`config.mk`:
```
export PLATFORM = sky130hd
export DESIGN_NAME = branch_redirect_unit
export DESIGN_NICKNAME = d
export VERILOG_FILES = /design/src/rtl/branch_redirect_unit.sv
export SDC_FILE = /design/constraint.sdc
export NUM_CORES = 1
export LEC_CHECK = 0
export BUFFER_PORTS_ARGS = -buffer_cell sky130_fd_sc_hd__buf_4
export CORE_MARGIN = 1
export CORE_UTILIZATION = 50
export CTS_CLUSTER_DIAMETER = 100
export DETAILED_ROUTE_END_ITERATION = 8
export PLACE_DENSITY_LB_ADDON = 0.1
export SKIP_CTS_REPAIR_TIMING = 1
export SLEW_MARGIN = 15
export SYNTH_ARGS = -nofsm -noshare
export SYNTH_HDL_FRONTEND = slang
export SYNTH_SLANG_ARGS = --single-unit
```
`constraint.sdc`:
```
create_clock -name clk -period 3.2 [get_ports clk]
set_input_delay 0.32 -clock clk [delete_from_list [all_inputs] [get_ports clk]]
set_output_delay 0.32 -clock clk [all_outputs]
set_load 0.03 [all_outputs]
```
`src/rtl/branch_redirect_unit.sv`:
```
// Carries branch predictions from D through E to M, resolves them in M and steers the fetch PC.
// Define BRU_STATS_EN to add saturating branch / misprediction counters with a clear input.
module branch_redirect_unit #(
  parameter int PC_W      = 32,
  parameter int DSLOT_OFS = 8
`ifdef BRU_STATS_EN
  ,
  parameter int STAT_W    = 32
`endif
) (
  input  logic            clk,
  input  logic            rst,
  input  logic            stallE,
  input  logic            stallM,
  input  logic            flushE,
  input  logic            flushM,
  input  logic            branchD,
  input  logic            pred_takeD,
  input  logic [PC_W-1:0] pcD,
  input  logic [PC_W-1:0] targetD,
  input  logic            cond_takeE,
`ifdef BRU_STATS_EN
  input  logic              stat_clr,
  output logic [STAT_W-1:0] stat_branches,
  output logic [STAT_W-1:0] stat_mispred,
`endif
  output logic            redirect,
  output logic [PC_W-1:0] redirect_pc,
  output logic [1:0]      pc_src,
  output logic            flushD_req,
  output logic            branchM,
  output logic            actual_takeM,
  output logic            errorM,
  output logic [PC_W-1:0] pcM
);

  typedef enum logic {
    NORMAL  = 1'b0,
    RECOVER = 1'b1
  } bruState_t;

  bruState_t       state;
  bruState_t       nextState;

  logic            validE;
  logic            predE;
  logic [PC_W-1:0] pcE;
  logic [PC_W-1:0] targetE;

  logic            validM;
  logic            predM;
  logic [PC_W-1:0] targetM;

  logic            reported;
  logic [PC_W-1:0] recoveryPc;
  logic            predTakenD;

  // D->E register; a flush bubble wins even while the stage is stalled
  always_ff @(posedge clk) begin
    if (rst || flushE) begin
      validE  <= 1'b0;
      predE   <= 1'b0;
      pcE     <= '0;
      targetE <= '0;
    end else if (!stallE) begin
      validE  <= branchD;
      predE   <= branchD & pred_takeD;
      pcE     <= pcD;
      targetE <= targetD;
    end
  end

  // E->M register; the branch direction is captured here once the condition is known
  always_ff @(posedge clk) begin
    if (rst || flushM) begin
      validM       <= 1'b0;
      predM        <= 1'b0;
      actual_takeM <= 1'b0;
      pcM          <= '0;
      targetM      <= '0;
    end else if (!stallM) begin
      validM       <= validE;
      predM        <= predE;
      actual_takeM <= validE & cond_takeE;
      pcM          <= pcE;
      targetM      <= targetE;
    end
  end

  assign branchM = validM;

  // Remembers that the branch parked in M has already raised its misprediction
  always_ff @(posedge clk) begin
    if (rst || flushM || !stallM) begin
      reported <= 1'b0;
    end else if (errorM) begin
      reported <= 1'b1;
    end
  end

  assign errorM = validM & (predM != actual_takeM) & ~reported & (state == NORMAL);

  assign recoveryPc = actual_takeM ? targetM : (pcM + PC_W'(DSLOT_OFS));

  // D-stage predictions are ignored while the instruction in D is known wrong-path
  assign predTakenD = branchD & pred_takeD & (state == NORMAL);

  always_ff @(posedge clk) begin
    if (rst) begin
      state <= NORMAL;
    end else begin
      state <= nextState;
    end
  end

  always_comb begin
    nextState = state;
    case (state)
      NORMAL:  if (errorM) nextState = RECOVER;
      RECOVER: nextState = NORMAL;
      default: nextState = NORMAL;
    endcase
  end

  // M-stage recovery outranks a D-stage predicted-taken redirect
  always_comb begin
    redirect    = 1'b0;
    redirect_pc = '0;
    pc_src      = 2'b00;
    flushD_req  = 1'b0;
    if (errorM) begin
      redirect    = 1'b1;
      redirect_pc = recoveryPc;
      pc_src      = 2'b10;
      flushD_req  = 1'b1;
    end else if (predTakenD) begin
      redirect    = 1'b1;
      redirect_pc = targetD;
      pc_src      = 2'b01;
    end
    if (state == RECOVER) begin
      flushD_req = 1'b1;
    end
  end

`ifdef BRU_STATS_EN
  // Counters stick at all-ones; a clear beats an increment in the same cycle
  always_ff @(posedge clk) begin
    if (rst || stat_clr) begin
      stat_branches <= '0;
      stat_mispred  <= '0;
    end else begin
      if (validM && !stallM && !(&stat_branches)) begin
        stat_branches <= stat_branches + 1'b1;
      end
      if (errorM && !(&stat_mispred)) begin
        stat_mispred <= stat_mispred + 1'b1;
      end
    end
  end
`endif

endmodule

```
# Word level (Yosys, flattened, before mapping)
# Cells that the tools add are included.
# totals
ff_bits	135
input_bits	73
# classes
n_addsub	1
eq_ne	1
n_mux	10
bitwise	8
n_reduce_logical	4
# op_table
operator	count
32-bit 2-to-1 mux	3
32-bit by 4-bit adder with 32-bit output, second input constant	1
1-bit AND	6
1-bit 2-to-1 mux	5
1-bit logical OR	3
2-bit 2-to-1 mux	1
1-bit inverter	2
1-bit one-hot mux with 2 select lines	1
1-bit zero test	1
1-bit inequality test	1

# Logic depth before layout (Yosys ltp)
# Gate-level depths: netlist of run 1.
# logic_depth
ltp_word	6
ltp_mapped	7

# Worst setup path after synthesis of run 1
# No wires, ideal clock.
# synth_path
path_type	register to output
startpoint	register validM (netlist: branchM)
endpoint	output port redirect_pc[13]
arrival_time_ns	2.323
required_time_ns	2.880
path_slack_ns	0.557
path_stages_with_launch	7
n_path_buf	1
cell_sequence	dfxtp_1 > nor3b_1 > nand2_1 > inv_1 > clkbuf_1 > o21ai_0 > o21ai_0
# synth_via
elab_chain_len	4
# synth_rtl
element	line	rtl
start, declared	50	logic validM;
start signal, assigned	82	validM <= validE;
1-bit AND (3 in a row)	101	assign errorM = validM & (predM != actual_takeM) & ~reported & (state == NORMAL);
net errorM	33	output logic errorM,
32-bit 2-to-1 mux	131	if (errorM) begin
end, declared	28	output logic [PC_W-1:0] redirect_pc,
# The timed path passes the listed nets, and every way through them passes these cells.

# Worst setup path after layout of run 1
# layout_path
startpoint	register validM (netlist: branchM)
endpoint	output port redirect_pc[14]
# layout_via
elab_chain_len	4
# layout_rtl
element	line
1-bit AND (3 in a row)	101
32-bit 2-to-1 mux	131
# Every way passes these cells.

==> impl_metrics.csv, run 1 <==
group,metric,value,unit
layout,multiInputGateArea,2790,sq um
clock_network,htreeDepth,4,
floorplanning,dieArea,11800,sq um
grt,grt_use_total,28.5,%
yosys,ys_types,42,
route,first_pass_iters,5,
sta,slew_violations,0,
yosys,ys.flop_type,"dfxtp_1",
sta,rsz0062_at_grt,"false",
job,maxCapViolations,0,
sta,fmax,336,MHz
sta,hold_viol,0,
worst_setup_path,critical_path_required,2880,ps
placed_design,dp_slack,547,ps
route,drtIter0Drc,328,
yosys,synth_edf_count,0,
sta,clock_skew,3.94,ps
sta,setup_viol,0,
route,drc,0,
sta,finalSetupTns,0,ps
route,num_vias,5062,
pwr,peakVddDrop,472,uV
min_path,hp-class,"in2reg",
yosys,yosys_warnings,0,
route,via_per_inst,5.81,
clock_network,cts_buffer_depth,2,
grt,grt_pass1_wl,25.6,mm
sta,hold_slack,133,ps
yosys,avgSynthCellArea,9.62,sq um
pwr,leakage,3.16,nW
sta,worst_pin_slew,797,ps
yosys,synthArstFlopShare,0,%
sta,fin_ws,221,ps
grt,grt_max_degree,69,
worst_setup_path,path_max_fanout,14,
layout,fin_util,67.7,%
yosys,syn_nets,664,
placed_design,portBuffers,143,
placed_design,hpwl,10.8,mm
grt,antenna_found_initial,0,
worst_setup_path,worstPathArrival,2660,ps
floorplanning,die_w,109,um
layout,fillers,913,
floorplanning,io_pins,144,
yosys,synthCells,590,
layout,num_antenna_cells,0,
sta,post-route-period-util,93.1,%
pwr,power.density,526,nW/um^2
clock_network,cts_buffers,17,
layout,instances_no_fill,871,
placed_design,dp_cells,839,
grt,gr-total-overflow,0,
yosys,yosysSeqAreaShare,47.6,%
sta,slew_headroom,46.9,%
worst_setup_path,start_kind,"flip-flop",
floorplanning,start_util,51.9,%
layout,final_cell_mix,"buf_4 (156), dfxtp_1 (135), nor2_1 (84), mux2i_1 (70), a22o_1 (67)",
layout,ff_latch_area,2700,sq um
pwr,p_total,3.89,mW
worst_setup_path,path_class,"reg2out",
route,ant_nets,0,
layout,final_area,7400,sq um
layout,nets,792,
layout,final_common_cell,"buf_4",
layout,area_delta_synth_final,30.5,%
clock_network,clk_pin_slew,60,ps
floorplanning,core.rowCount,38,
clock_network,cts_tree,"yes",
layout,drive_gt1_share,27.2,%
sta,fin_crit,2980,ps
clock_network,clockRootBuffer,"clkbuf_16",
placed_design,gp_congestion,0.800,
clock_network,cts.sinks,135,
placed_design,place_area,6840,sq um
yosys,synth_seq_cells,135,
yosys,netlist_area,5670,sq um
worst_setup_path,cp-end-kind,"primary output",
floorplanning,fp.coreArea,10900,sq um
clock_network,worstSkewPairLatency,410,ps
route,totalWireLength,16.1,mm
floorplanning,die_h,109,um
grt,grt_pass1_vias,4938,
outcome,outcome,"finished clean",
route,wl_per_cell,18.5,um
## metal layers
layer	track usage (%)	part of all wire (%)	vias to the layer above
met3	8.44	9.0	28
met4	10.3	1.8	0
met5	0	0	-
met1	39.1	44	2418
met2	42.3	45	227
li1	-	-	2389
## where the power goes
part / total, mW / internal (mW) / switching, mW / leakage, nW
registers: 1.74 / 1.72 / 0.0223 / 1.09
clock network: 1.83 / 1.07 / 0.760 / 0.263
logic: 0.324 / 0.147 / 0.177 / 1.80
total: 3.89 / 2.93 / 0.960 / 3.16
## sequential cells by signal, indices dropped and copies added, names as in the netlist, 32 cells and up
name	count
pcE	32
targetE	32
pcM	32
targetM	32
## worst paths after layout
path | startpoint | end | slack, ps | cells past startpoint
worst max-delay path | branchM | redirect_pc[14] | 220 | 6
worst min-delay path | pcD[26] | pcE[26] | 130 | 3
worst max register to register | predM | reported | 1540 | 4
worst min register to register | targetM[8] | targetM[8] | 470 | 1
## cells in the mapped netlist, drive strengths merged (2+ instances only)
library cell / count / area [sq um]
nand3: 24 / 130
a31oi: 2 / 12.5
and3: 3 / 18.8
inv: 2 / 7.51
or2: 2 / 15.0
nand2b: 2 / 12.5
xor2: 14 / 123
buf: 15 / 66.3
xnor2: 12 / 105
nor2: 84 / 315
nor3b: 2 / 15.0
dfxtp: 135 / 2700
o21ai: 33 / 165
a21oi: 6 / 30.0
o221ai: 10 / 93.8
nor3: 6 / 30.0
nor4: 6 / 52.6
clkbuf: 32 / 121
and2: 2 / 12.5
nand2: 37 / 139
nand4: 5 / 37.5
a22o: 67 / 587
mux2i: 70 / 701
a32oi: 9 / 78.8
and4: 3 / 27.5
## final cells by class
type | count | area share (%)
clock inverters | 14 | 1.72
multi-input cells | 406 | 37.6
flip-flops and latches | 135 | 36.5
inverters | 2 | 0.152
repair buffers | 156 | 15.8
clock buffers | 18 | 5.80
well taps | 140 | 2.37
## cells by family (layout without fill, tap and decap cells)
kind of cell,after synthesis,after routing,synth area share (%)
buffers and inverters,49,190,3.44
muxes,70,70,12.4
DFF,135,135,47.6
xor gates and xnor gates,26,26,4.01
AOI/OAI and AO/OA,130,130,17.5
and+or+nand+nor,179,179,14.9
adders and majority gates,1,1,0.221
## worst max-delay path, cell delays in order, from the launching register on
cell        delay [ps]
dfxtp_1            380
nor3b_1            260
nand2_1            330
clkinvlp_4         350
nand2_1            360
o221ai_1           350
buf_4              220
Note: power is estimated with default switching activity, not from simulation.
==> run 2, diff against run 1 <==
--- a/config.mk
+++ b/config.mk
@@ -5,11 +5,12 @@
 export SDC_FILE = /design/constraint.sdc
 export NUM_CORES = 1
 export LEC_CHECK = 0
-export BUFFER_PORTS_ARGS = -buffer_cell sky130_fd_sc_hd__buf_4
 export CORE_MARGIN = 1
 export CORE_UTILIZATION = 50
+export CTS_BUF_LIST = sky130_fd_sc_hd__clkbuf_16
 export CTS_CLUSTER_DIAMETER = 100
 export DETAILED_ROUTE_END_ITERATION = 8
+export DONT_BUFFER_PORTS = 1
 export PLACE_DENSITY_LB_ADDON = 0.1
 export SKIP_CTS_REPAIR_TIMING = 1
 export SLEW_MARGIN = 15
==> run 2 against run 1 <==
Net effect: sequential power barely moved; worst hold slack got worse by 91 ps; final cell count fell by 11%; combinational power fell by 34%; routed wire length fell by 0.97%; flip-flop and latch count did not move; utilization fell by 6.4 points; total power fell by 0.99%.
==> impl_metrics.csv, run 2 (synthesized netlist as in run 1, its figures left out) <==
group,metric,value,unit
layout,final_cell_mix,"dfxtp_1 (135), nor2_1 (84), mux2i_1 (70), a22o_1 (67), buf_4 (59)",
worst_setup_path,rr_startpoint,"branchM",
floorplanning,io_pins,144,
layout,nets,696,
sta,fin_crit,3040,ps
clock_network,cts.sinks,135,
floorplanning,die_w,109,um
sta,fin_ws,162,ps
floorplanning,die_h,109,um
pwr,power.density,575,nW/um^2
placed_design,hpwl,10.4,mm
worst_setup_path,cp_cell_sequence,"ha_1 -> nand3_2 -> nor4_4 -> buf_4 -> nand4_1 -> xor2_1 -> o221ai_1 -> buf_4",
grt,grt_use_total,27.7,%
min_path,min_from,"pcD[26]",
outcome,outcome,"finished clean",
worst_setup_path,critical_path_required,2880,ps
worst_setup_path,worstPathArrival,2720,ps
placed_design,dp_slack,504,ps
placed_design,gp_congestion,0.878,
sta,setup_viol,0,
placed_design,portBuffers,0,
floorplanning,fp.coreArea,10900,sq um
route,totalWireLength,15.9,mm
layout,final_common_cell,"dfxtp_1",
clock_network,worstSkewPairLatency,420,ps
layout,num_antenna_cells,0,
route,first_pass_iters,5,
sta,fmax,329,MHz
clock_network,cts_buffers,17,
layout,area_delta_synth_final,18.2,%
worst_setup_path,rr_endpoint,"reported",
grt,grt_pass1_vias,4341,
floorplanning,dieArea,11800,sq um
floorplanning,core.rowCount,38,
worst_setup_path,start_kind,"flip-flop",
sta,post-route-period-util,94.9,%
route,num_vias,4682,
clock_network,cts_tree,"yes",
worst_setup_path,worstRegToRegCells,6,
sta,rsz0062_at_grt,"false",
route,ant_nets,0,
pwr,leakage,2.70,nW
grt,grt_max_degree,69,
pwr,peakVddDrop,394,uV
sta,hold_viol,0,
worst_setup_path,cpMaxStageDelayCell,"dfxtp_1",
grt,gr-total-overflow,0,
min_path,hp-class,"in2reg",
min_path,min_to,"pcE[26]",
clock_network,clockRootBuffer,"clkbuf_16",
floorplanning,start_util,51.9,%
worst_setup_path,rrSetupSlack,1480,ps
route,via_per_inst,6.04,
clock_network,clk_pin_slew,60,ps
route,drc,0,
sta,finalSetupTns,0,ps
worst_setup_path,critPathTopFamily,"flip-flops",
sta,slew_headroom,24.5,%
worst_setup_path,slowest_delay,610,ps
worst_setup_path,path_class,"reg2out",
job,maxCapViolations,0,
layout,drive_gt1_share,15.9,%
sta,worst_pin_slew,1120,ps
clock_network,htreeDepth,4,
worst_setup_path,path_max_fanout,7,
min_path,hold_depth,2,
worst_setup_path,crit_buf_inv,2,
clock_network,cts_buffer_depth,2,
sta,clock_skew,7.70,ps
route,drtIter0Drc,444,
sta,slew_violations,0,
worst_setup_path,cp-end-kind,"primary output",
route,wl_per_cell,20.6,um
worst_setup_path,crit_top_cell,"buf_4",
grt,grt_pass1_wl,24.3,mm
grt,antenna_found_initial,0,
==> run 2: metal layers <==
metal | vias up | GRT usage, % | wire length, um
met5 | - | 0 | 0
met4 | 0 | 10.2 | 169
met3 | 17 | 9.04 | 1660
met2 | 219 | 39.4 | 6860
met1 | 2242 | 38.7 | 7260
li1 | 2204 | - | -
==> run 2: how the worst max path moves through the flow <==
stage,depth (start not counted),slack [ps],to,from
6_report,8,160,redirect_pc[31],pcM[3]
5_1_grt,8,60,redirect_pc[31],pcM[3]
4_1_cts,6,50,redirect_pc[22],pcM[7]
3_5_place_dp,6,500,redirect_pc[22],pcM[3]
3_3_place_gp,6,510,redirect_pc[22],pcM[7]
2_1_floorplan,6,560,redirect_pc[13],branchM
==> run 2: cell type report <==
type                            count  area [sq um]
Fill cell                         961          4230
Multi-Input combinational cell    406          2790
Sequential cell                   135          2700
Timing Repair Buffer               60           453
Clock buffer                       17           425
Tap cell                          140           175
Clock inverter                     15           153
Inverter                            2          7.51
==> run 2: report_power, final <==
part	internal (mW)	total, mW	switching (mW)
registers	1.72	1.74	0.0270
logic	0.0876	0.213	0.125
clock network	1.15	1.90	0.753
==> run 2: stage by stage <==
step / power [mW] / std cells / util (%) / instance area, sq um / hold slack [ps]
3_5_place_dp: 1.99 / 739 / 55.7 / 6090 / 397
6_report: 3.85 / 775 / 61.3 / 6700 / 41.9
3_3_place_gp: 1.99 / 739 / 55.7 / 6090 / 396
5_1_grt: 3.98 / 775 / 61.3 / 6700 / 42.3
4_1_cts: 3.88 / 771 / 61.0 / 6670 / -47.2
2_1_floorplan: 1.95 / 590 / - / 5670 / 392
==> run 2: worst reg2reg max path, stage by stage, from the launching register on <==
cell and delay, ps:
dfxtp_1 300, buf_4 180, nor3b_1 300, nand2_1 120, inv_1 380, buf_4 280, o21a_1 120
